### config.mk
export PLATFORM = sky130hd
export DESIGN_NAME = hbridge_pwm_gen
export DESIGN_NICKNAME = d
export VERILOG_FILES = /design/src/rtl/hbridge_pwm_pkg.sv /design/src/rtl/hbridge_pwm_gen_tri_carrier.sv /design/src/rtl/hbridge_pwm_gen.sv
export SDC_FILE = /design/constraint.sdc
export NUM_CORES = 1
export LEC_CHECK = 0
export CAP_MARGIN = 15
export CORE_UTILIZATION = 25
export DETAILED_ROUTE_END_ITERATION = 10
export SETUP_SLACK_MARGIN = 0.2
export SLEW_MARGIN = 15
export SYNTH_ARGS = -nofsm -noshare
export SYNTH_HDL_FRONTEND = slang
export SYNTH_SLANG_ARGS = --single-unit
### constraint.sdc
create_clock -name clk -period 3.06 [get_ports clk]
set_input_delay 0.918 -clock clk [delete_from_list [all_inputs] [get_ports clk]]
set_output_delay 0.918 -clock clk [all_outputs]
set_load 0.01 [all_outputs]
### src/rtl/hbridge_pwm_pkg.sv
`default_nettype none
// ============================================================================
//  Module      : hbridge_pwm_pkg
//  Description : Shared types and constants for the H-bridge PWM generator.
//                Holds the carrier FSM state type, the default counter width
//                and the bit positions of the two legs in igbt_control.
//  Revision    : 1.0  initial release
// ============================================================================
package hbridge_pwm_pkg;

  // Default width of the carrier counter, period and compare values
  localparam int CNT_W_DEFAULT = 16;

  // Bit positions inside igbt_control
  localparam int LEFT_BIT  = 1;   // left upper switch on
  localparam int RIGHT_BIT = 0;   // right upper switch on

  // Triangle carrier state
  typedef enum logic [1:0] {
    ST_IDLE = 2'd0,
    ST_UP   = 2'd1,
    ST_DOWN = 2'd2
  } carrier_state_e;

endpackage
`default_nettype wire

### src/rtl/hbridge_pwm_gen_tri_carrier.sv
`default_nettype none
// ============================================================================
//  Module      : tri_carrier
//  Description : Up/down triangle carrier with IDLE/UP/DOWN state machine.
//                Counts 0 .. period_act-1 upward, then period_act .. 1
//                downward, giving a carrier of 2*period_act clocks.
//                period_act is sampled on start-up and at every valley.
//  Ports       : clk, rst_n        clock, async active-low reset
//                i_enable          run request
//                i_period          triangle peak value
//                i_sync            phase-alignment strobe
//                i_phase_offset    counter value loaded on i_sync
//                o_state           current carrier state
//                o_cnt             current counter value
//                o_zero / o_peak   single-cycle valley / peak marks
//                o_cfg_bad         period is too small to run (< 2)
//  Revision    : 1.0  initial release
// ============================================================================
module tri_carrier
  import hbridge_pwm_pkg::*;
#(
  parameter int CNT_W = CNT_W_DEFAULT
) (
  input  logic             clk,
  input  logic             rst_n,
  input  logic             i_enable,
  input  logic [CNT_W-1:0] i_period,
  input  logic             i_sync,
  input  logic [CNT_W-1:0] i_phase_offset,
  output carrier_state_e   o_state,
  output logic [CNT_W-1:0] o_cnt,
  output logic             o_zero,
  output logic             o_peak,
  output logic             o_cfg_bad
);

  localparam logic [CNT_W-1:0] c_one = CNT_W'(1);
  localparam logic [CNT_W-1:0] c_two = CNT_W'(2);

  carrier_state_e   r_state;
  logic [CNT_W-1:0] r_cnt;
  logic [CNT_W-1:0] r_period_act;
  logic             r_zero;
  logic             r_peak;

  logic             w_cfg_bad;
  logic [CNT_W-1:0] w_sync_val;

  assign w_cfg_bad  = (i_period < c_two);
  // A sync load never places the counter above the current peak
  assign w_sync_val = (i_phase_offset > r_period_act) ? r_period_act : i_phase_offset;

  always_ff @(posedge clk or negedge rst_n) begin
    if (!rst_n) begin
      r_state      <= ST_IDLE;
      r_cnt        <= '0;
      r_period_act <= '0;
      r_zero       <= 1'b0;
      r_peak       <= 1'b0;
    end else begin
      r_zero <= 1'b0;
      r_peak <= 1'b0;
      if (!i_enable || w_cfg_bad) begin
        // period_act is deliberately left alone here
        r_state <= ST_IDLE;
        r_cnt   <= '0;
      end else begin
        case (r_state)
          ST_IDLE: begin
            r_state      <= ST_UP;
            r_cnt        <= '0;
            r_period_act <= i_period;
          end
          ST_UP: begin
            if (i_sync) begin
              r_state <= ST_UP;
              r_cnt   <= w_sync_val;
            end else if (r_cnt >= (r_period_act - c_one)) begin
              // ">=" also turns around a counter that was sync-loaded at the peak
              r_state <= ST_DOWN;
              r_cnt   <= r_period_act;
              r_peak  <= 1'b1;
            end else begin
              r_cnt <= r_cnt + c_one;
            end
          end
          ST_DOWN: begin
            if (i_sync) begin
              r_state <= ST_UP;
              r_cnt   <= w_sync_val;
            end else if (r_cnt <= c_one) begin
              r_state      <= ST_UP;
              r_cnt        <= '0;
              r_zero       <= 1'b1;
              r_period_act <= i_period;
            end else begin
              r_cnt <= r_cnt - c_one;
            end
          end
          default: begin
            r_state <= ST_IDLE;
            r_cnt   <= '0;
          end
        endcase
      end
    end
  end

  assign o_state   = r_state;
  assign o_cnt     = r_cnt;
  assign o_zero    = r_zero;
  assign o_peak    = r_peak;
  assign o_cfg_bad = w_cfg_bad;

endmodule
`default_nettype wire

### src/rtl/hbridge_pwm_gen.sv
`default_nettype none
// ============================================================================
//  Module      : hbridge_pwm_gen
//  Description : Centre-aligned PWM generator for a full H-bridge. A triangle
//                carrier (tri_carrier) is compared against double-buffered
//                left/right compare values to produce the two upper-switch
//                commands for the dead-time/gate stage.
//  Ports       : clk, rst_n        clock, async active-low reset
//                enable            run request
//                period            triangle peak value (clocks per half)
//                cmp_left/right    compare values, written on cmp_valid
//                cmp_valid         strobe writing compares to shadow
//                sync_in           carrier phase-alignment strobe
//                phase_offset      counter value loaded on sync_in
//                igbt_control      [1] left upper on, [0] right upper on
//                carrier_cnt       current carrier counter
//                zero_pulse        valley mark
//                peak_pulse        peak mark
//                cfg_err           period < 2
//  Revision    : 1.0  initial release
// ============================================================================
module hbridge_pwm_gen
  import hbridge_pwm_pkg::*;
#(
  parameter int CNT_W = CNT_W_DEFAULT
) (
  input  logic             clk,
  input  logic             rst_n,
  input  logic             enable,
  input  logic [CNT_W-1:0] period,
  input  logic [CNT_W-1:0] cmp_left,
  input  logic [CNT_W-1:0] cmp_right,
  input  logic             cmp_valid,
  input  logic             sync_in,
  input  logic [CNT_W-1:0] phase_offset,
  output logic [1:0]       igbt_control,
  output logic [CNT_W-1:0] carrier_cnt,
  output logic             zero_pulse,
  output logic             peak_pulse,
  output logic             cfg_err
);

  carrier_state_e   w_state;
  logic [CNT_W-1:0] w_cnt;
  logic             w_zero;
  logic             w_peak;
  logic             w_cfg_bad;

  tri_carrier #(
    .CNT_W (CNT_W)
  ) u_tri_carrier (
    .clk            (clk),
    .rst_n          (rst_n),
    .i_enable       (enable),
    .i_period       (period),
    .i_sync         (sync_in),
    .i_phase_offset (phase_offset),
    .o_state        (w_state),
    .o_cnt          (w_cnt),
    .o_zero         (w_zero),
    .o_peak         (w_peak),
    .o_cfg_bad      (w_cfg_bad)
  );

  logic [CNT_W-1:0] r_shadow_left;
  logic [CNT_W-1:0] r_shadow_right;
  logic [CNT_W-1:0] r_act_left;
  logic [CNT_W-1:0] r_act_right;
  logic [1:0]       r_igbt;
  logic             r_cfg_err;

  logic             w_run;
  logic             w_copy;
  logic             w_left_on;
  logic             w_right_on;

  assign w_run  = enable && !w_cfg_bad && (w_state != ST_IDLE);
  assign w_copy = w_zero | w_peak;

  // The down slope compares with ">=" (i.e. against cnt-1), so each count
  // value on the way down pairs with its mirror on the way up. High time is
  // then exactly 2*cmp clocks centred on the valley, cmp = 0 never fires and
  // cmp >= period_act stays high through the peak sample.
  assign w_left_on  = (w_state == ST_UP) ? (r_act_left  > w_cnt) : (r_act_left  >= w_cnt);
  assign w_right_on = (w_state == ST_UP) ? (r_act_right > w_cnt) : (r_act_right >= w_cnt);

  always_ff @(posedge clk or negedge rst_n) begin
    if (!rst_n) begin
      r_shadow_left  <= '0;
      r_shadow_right <= '0;
      r_act_left     <= '0;
      r_act_right    <= '0;
      r_igbt         <= 2'b00;
      r_cfg_err      <= 1'b0;
    end else begin
      if (cmp_valid) begin
        r_shadow_left  <= cmp_left;
        r_shadow_right <= cmp_right;
      end
      // Copy on the valley/peak cycle; a strobe in that same cycle bypasses
      // the shadow so the new values take effect without waiting half a carrier.
      if (w_copy) begin
        r_act_left  <= cmp_valid ? cmp_left  : r_shadow_left;
        r_act_right <= cmp_valid ? cmp_right : r_shadow_right;
      end
      r_igbt[LEFT_BIT]  <= w_run & w_left_on;
      r_igbt[RIGHT_BIT] <= w_run & w_right_on;
      r_cfg_err         <= w_cfg_bad;
    end
  end

  assign igbt_control = r_igbt;
  assign carrier_cnt  = w_cnt;
  assign zero_pulse   = w_zero;
  assign peak_pulse   = w_peak;
  assign cfg_err      = r_cfg_err;

endmodule
`default_nettype wire
== Yosys cells after proc, flatten, opt, wreduce, memory -nomap -nowiden ==
Index checks and enable logic that the tools add are counted.

* Register bits after elaboration: 103

* Mux-type cells: 28
* Reduce and logical (&&, ||, !) cells: 10
* Magnitude comparators: 8
* Eq/ne operators: 6
* Add/sub/neg operators: 3
* Bitwise gates (word level): 4

{| class="wikitable"
|+ Operators with widths
! cell !! count
|-
| 2-to-1 mux 16 bit || 10
|-
| one-hot mux 16 bit (2 select lines) || 2
|-
| greater-or-equal comparator 16 bit || 3
|-
| > comparator 16 bit || 3
|-
| subtractor 16 x 1 -> 16 bit (second input constant) || 2
|-
| adder 16 x 1 -> 16 bit (second input constant) || 1
|-
| less-or-equal comparator 16 x 1 -> 1 bit (second input constant) || 1
|-
| < comparator 16 x 2 -> 1 bit (second input constant) || 1
|-
| 2-to-1 mux 1 bit || 10
|-
| 2-to-1 mux 2 bit || 5
|-
| inequality test 4 x 2 -> 1 bit (second input constant) || 2
|-
| one-hot mux 2 bit (3 select lines) || 1
|-
| AND reduction 4 bit || 1
|-
| nonzero test 2 bit || 2
|-
| AND 1 bit || 2
|-
| == test 2 x 1 -> 1 bit (second input constant) || 1
|-
| == test 2 bit (second input constant) || 1
|-
| logical AND 1 bit || 2
|-
| logical NOT 1 bit || 2
|-
| logical NOT 2 bit || 1
|-
| inequality test 2 x 1 -> 1 bit (second input constant) || 1
|-
| inequality test 2 bit (second input constant) || 1
|-
| AND reduction 2 bit || 1
|-
| logical OR 1 bit || 1
|-
| 2 further kinds || 2
|}

== Logic depth before layout (Yosys ltp) ==
* Depth after elaboration: 6
* Gate-level depth with buffers: 14
* Depth with buffers taken out: 14

== By module ==
Synthesis repeated with hierarchy kept, for this count alone.

* Cells, all modules: 667
* Area total of the unflattened synthesis: 7064.3 um2

{| class="wikitable"
|+ By module, submodules not included
! module !! instances !! area an instance (um2) !! cells each
|-
| hbridge_pwm_gen || 1 || 3552.2 || 248
|-
| tri_carrier || 1 || 3512.1 || 419
|}

== Worst setup path after synthesis ==
OpenSTA, ideal clock, no wires.

* Kind: reg2reg
* Start point: register u_tri_carrier.r_period_act[2]
* End point: register u_tri_carrier.r_cnt[4] (netlist: u_tri_carrier.o_cnt[4])
* Clock period less this slack: 3.189 ns
* Data arrival time: 3.070 ns
* Buffers on the path: 0
* Required time: 2.941 ns
* Slack: -0.129 ns
* Cell stages (with the launch flop): 15
* Cells stage by stage: dfrtp_1 -> nor3_1 -> nand2_1 -> nor4_1 -> nand2_1 -> nor3_1 -> xnor2_1 -> ha_1 -> a21oi_1 -> o21a_1 -> o21ai_1 -> a21oi_4 -> nor2_2 -> a221o_1 -> o21a_1

* Word-level cells in the longest chain between the ends: 6
* Elaborated cells between the ends (all ways): 9
* Classes of those cells: 1 x add/sub; 2 x order compare; 6 x mux

{| class="wikitable"
|+ Ends and longest elaborated chain
! item !! line !! source
|-
| from (decl) || hbridge_pwm_gen_tri_carrier.sv:42 || <nowiki>logic [CNT_W-1:0] r_period_act;</nowiki>
|-
| from (signal assigned) || hbridge_pwm_gen_tri_carrier.sv:72 || <nowiki>r_period_act <= i_period;</nowiki>
|-
| from (signal assigned) || hbridge_pwm_gen_tri_carrier.sv:95 || <nowiki>r_period_act <= i_period;</nowiki>
|-
| subtractor 16 x 1 -> 16 bit || hbridge_pwm_gen_tri_carrier.sv:78 || <nowiki>end else if (r_cnt >= (r_period_act - c_one)) begin</nowiki>
|-
| greater-or-equal comparator 16 bit || hbridge_pwm_gen_tri_carrier.sv:78 ||
|-
| 2-to-1 mux 16 bit || hbridge_pwm_gen_tri_carrier.sv:78 ||
|-
| 2-to-1 mux 16 bit || hbridge_pwm_gen_tri_carrier.sv:75 || <nowiki>if (i_sync) begin</nowiki>
|-
| one-hot mux 16 bit (2 select lines) (*) || hbridge_pwm_gen_tri_carrier.sv:68 || <nowiki>case (r_state)</nowiki>
|-
| 2-to-1 mux 16 bit (*) || hbridge_pwm_gen_tri_carrier.sv:63 || <nowiki>if (!i_enable || w_cfg_bad) begin</nowiki>
|-
| to (signal assigned) || hbridge_pwm_gen_tri_carrier.sv:77 || <nowiki>r_cnt <= w_sync_val;</nowiki>
|-
| to (signal assigned) || hbridge_pwm_gen_tri_carrier.sv:81 || <nowiki>r_cnt <= r_period_act;</nowiki>
|-
| to (signal assigned) || hbridge_pwm_gen_tri_carrier.sv:84 || <nowiki>r_cnt <= r_cnt + c_one;</nowiki>
|-
| to (decl) || hbridge_pwm_gen_tri_carrier.sv:41 || <nowiki>logic [CNT_W-1:0] r_cnt;</nowiki>
|}

Every way passes the cells marked *; elsewhere a longest branch is shown, timed or not.
A chain may end at the register's enable or synchronous reset.

== Final worst setup path ==
* Start point: register u_tri_carrier.r_period_act[2]
* End point: register u_tri_carrier.r_cnt[3] (netlist: u_tri_carrier.o_cnt[3])

The elaborated chain is that of the path after synthesis.

==> summary.md <==
| Metric | Value |
|---|---|
| Outcome | finished with violations |
| Failing checks | design-rule violations, negative setup slack |
| Seq cells post-synth | ~100 |
| Area Overhead vs Synth | 36.1% |
| Area of the mapped netlist | 6710 um2 |
| CTS Buf Count | 9 |
| Port Buffers | about 90 |
| Hold Violations, Final | 0 |
| Non-filler cells, final | between 1000 and 1500 |
| Peak supply drop | 0.000274 V |
| Ant diodes | 0 |
| Later-pin clock latency in the skew report | 0.36 ns |
| Pwr Density | 488 nW/um2 |
| H-tree depth | 3 |
| Drt first pass iters | 8 |
| Largest family of logic cells by synthesized area | compound AO/OA/AOI/OAI gates |
| Relative slew slack | 0.502 |
| Synth Area in Compound Gates | 0.149 |
| Sequential-to-total area share from yosys stat | 0.384 |
| Arrival time worst endpoint | between 3 and 4 ns |
| Io pins | 90 |
| Worst setup SP type | register |
| Largest buffer count on any clock path | 2 |
| Final Skew | 0.00776 ns |
| Syn. warnings | 0 |
| Slew Viols, Final | 0 |
| EDFF count, synth | 0 |
| Syn Inst Count | between 600 and 700 |
| DR vias | 5722 |
| MaxCap Viol Count | 0 |
| Fin worst setup slack | -0.0806 ns |
| Crit path time final | 3.14 ns |
| Die width | approximately 170 um |
| Post-Route WL | 20200 um |
| Crit Path Class | register to register |
| Total GRT Usage | 0.150 |
| Post-DP HPWL | between 15000 and 20000 um |
| Initial Utilization | 0.256 |
| Final Wtd Congestion | 0.829 |
| Congestion Overflow GR | 0 |
| Filler cells | roughly 2600 |
| Area of the multi-input gates | 4090 um2 |
| Antenna-violating nets left | 0 |
| Clock Tree Root | clkbuf_16 |
| Share of layout cells above drive strength 1 | 0.269 |
| FFs w/ async S/R, synth | 1.00 |
| Crit end category | register |
| Max Freq | roughly 320 MHz |
| CTS tree | yes |
| Clock Pin Slew Worst Setup and Hold Paths | 0.08 ns |
| Post-Synth Simple-Gate Area | 0.141 |
| Hold buffers post-CTS | 0 |
| Largest net degree at the start of global routing | 62 |
| Xor/xnor share of the synthesized area | 0.0404 |
| FF/Latch Area | 2580 um2 |
| Tcrit/Tclk final | 1.03 |
| Worst endpoint required time | 3.34 ns |
| Die area | 27500 um2 |
| Pre-CTS setup slack | -0.403 ns |
| Initial drt markers | 313 |
| Worst min-delay path category | input pin to async pin |
| DRC Markers | 5 |
| Tightest Pin Transition | ~0.75 ns |
| Die span in y | between 150 and 200 um |
| Row cnt | a little under 60 |
| Crit path max fanout | 7 |
| RSZ-0062 raised after global routing | true |
| Cell variety after synth | 63 |
| Core Area | around 26000 um2 |
| Post-Place Cells | 1140 |
| Mux contribution to synthesized area | 0.110 |
| Syn Nets | 805 |
| Nets | around 970 |
| Mean Syn Cell Area | 10.1 um2 |
| Area share of fa/ha/maj cells after synthesis | 0.134 |
| Initial antenna violation count | 0 |
| # setup viols final | 8 |
| Number of global-route vias before repair | 5766 |
| P_leak | 0.00397 uW |
| First-pass GRT wire length | 32100 um |
| Clk sinks | between 100 and 150 |
| Ys flop type | dfrtp_1 |
| Routed vias/inst | 4.91 |
| Routed wire per std cell | roughly 17 um |
==> worst max-delay path, cell delays in order (launching register included) <==
cell     delay [ns]
dfrtp_1        0.39
nor3_2         0.23
nand2_2        0.12
nor4_4         0.19
buf_4          0.18
nand3_2        0.08
xnor2_1        0.19
ha_1           0.29
a21oi_1        0.16
o21a_1         0.18
o21ai_4        0.10
a21o_1         0.21
nor2_4         0.25
buf_4          0.17
buf_4          0.09
a31oi_1        0.08
a31oi_1        0.15
==> layout make-up <==
cell class / instances / area share
repair buffers: 172 / 0.171
well taps: 335 / 0.0459
flip-flops and latches: 103 / 0.282
multi-input cells: 495 / 0.447
inverters: 44 / 0.0181
clock buffers: 9 / 0.0247
clock inverters: 7 / 0.0114
==> power by group <==
part	internal, uW	switching, uW	total, uW	leakage [uW]
logic	766	764	1530	0.00248
registers	1520	109	1630	0.00133
clock network	731	570	1300	0.000160
total	3010	1440	4460	0.00397
==> logic make-up after synthesis <==
family / Yosys count
flops: 103
simple gates: 178
mux: 66
fa+ha+maj: 72
buf+inv: 66
xor+xnor: 31
compound gates: 148
==> path summary, 6_finish.rpt <==
kind                       slack [ns]                                       from  depth (start not counted)                          endpoint
setup / recovery                -0.08  u_tri_carrier.r_period_act[2]$_DFFE_PN0P_                         16  u_tri_carrier.o_cnt[3]$_DFF_PN0_
max in group asynchronous        2.00                                      rst_n                          2        r_act_right[0]$_DFFE_PN0P_
setup reg to reg                -0.08  u_tri_carrier.r_period_act[2]$_DFFE_PN0P_                         16  u_tri_carrier.o_cnt[3]$_DFF_PN0_
hold reg to reg                  0.50                r_shadow_left[12]$_DFF_PN0_                          1       r_shadow_left[12]$_DFF_PN0_
hold / removal                   0.44                                      rst_n                          1      r_shadow_right[15]$_DFF_PN0_
min in group clk                 0.50                r_shadow_left[12]$_DFF_PN0_                          1       r_shadow_left[12]$_DFF_PN0_
==> sequential cells by signal, indices dropped and copies added (netlist names) <==
signal                      cells
r_shadow_left                  16
u_tri_carrier.o_zero            1
u_tri_carrier.o_state           2
cfg_err                         1
r_act_right                    16
igbt_control                    2
u_tri_carrier.o_peak            1
r_act_left                     16
u_tri_carrier.r_period_act     16
r_shadow_right                 16
u_tri_carrier.o_cnt            16
==> cells in the mapped netlist, types with 5 or more instances <==
cell,number,area share
o21ai_1,6,0.0045
dfrtp_1,103,0.38
nor2_1,24,0.013
mux2_2,64,0.11
buf_2,5,0.0037
nor2b_1,5,0.0047
ha_1,72,0.13
nand2_1,45,0.025
a31oi_1,9,0.0084
nor4_1,9,0.0084
xnor2_1,31,0.040
a21o_1,7,0.0078
nand4_1,17,0.016
nand3_1,27,0.020
o21ai_0,34,0.025
and3_1,10,0.0093
clkbuf_1,10,0.0056
o21a_1,7,0.0078
a21oi_1,39,0.029
inv_1,44,0.025
nor3_1,15,0.011
==> metrics by stage <==
stage	hold WS (ns)	power (uW)	TNS [ns]	cell area [um2]	utilization
after CTS	0.436	4450	-0.0220	9020	0.344
after floorplan	0.468	2510	0	6740	-
after detailed placement	0.485	3100	-5.29	8530	0.325
final	0.436	4460	-0.276	9140	0.349
after global placement	0.478	3070	-4.81	8530	0.325
after global routing	0.446	4720	-3.79	9140	0.349
==> routing by layer <==
layer | up-vias | wire length [um] | global-route usage | part of all wire
met5 | - | 0 | 0 | 0
met4 | 0 | 393 | 0.0479 | 0.019
met3 | 25 | 902 | 0.0257 | 0.045
met2 | 131 | 9690 | 0.250 | 0.48
met1 | 2794 | 9260 | 0.197 | 0.46
li1 | 2772 | - | - | -
==> placed cells by master, fill, tap and decap left out, drive strengths merged, types with 20 or more instances in the layout <==
cell type	synthesis	routed
a21oi	41	41
buf	12	84
clkdlybuf4s50	0	88
dfrtp	103	103
ha	72	72
inv	44	47
mux2	64	64
nand2	46	46
nand3	27	27
nor2	27	27
nor3	20	20
o21ai	41	41
xnor2	31	31
==> timing repair <==
item,4_1_cts,5_1_grt
resized for setup,31,16
endpoints found under the setup margin,17,19
setup buffers,4,5
pin swaps,23,11
Note: power is estimated with default switching activity, not from simulation.
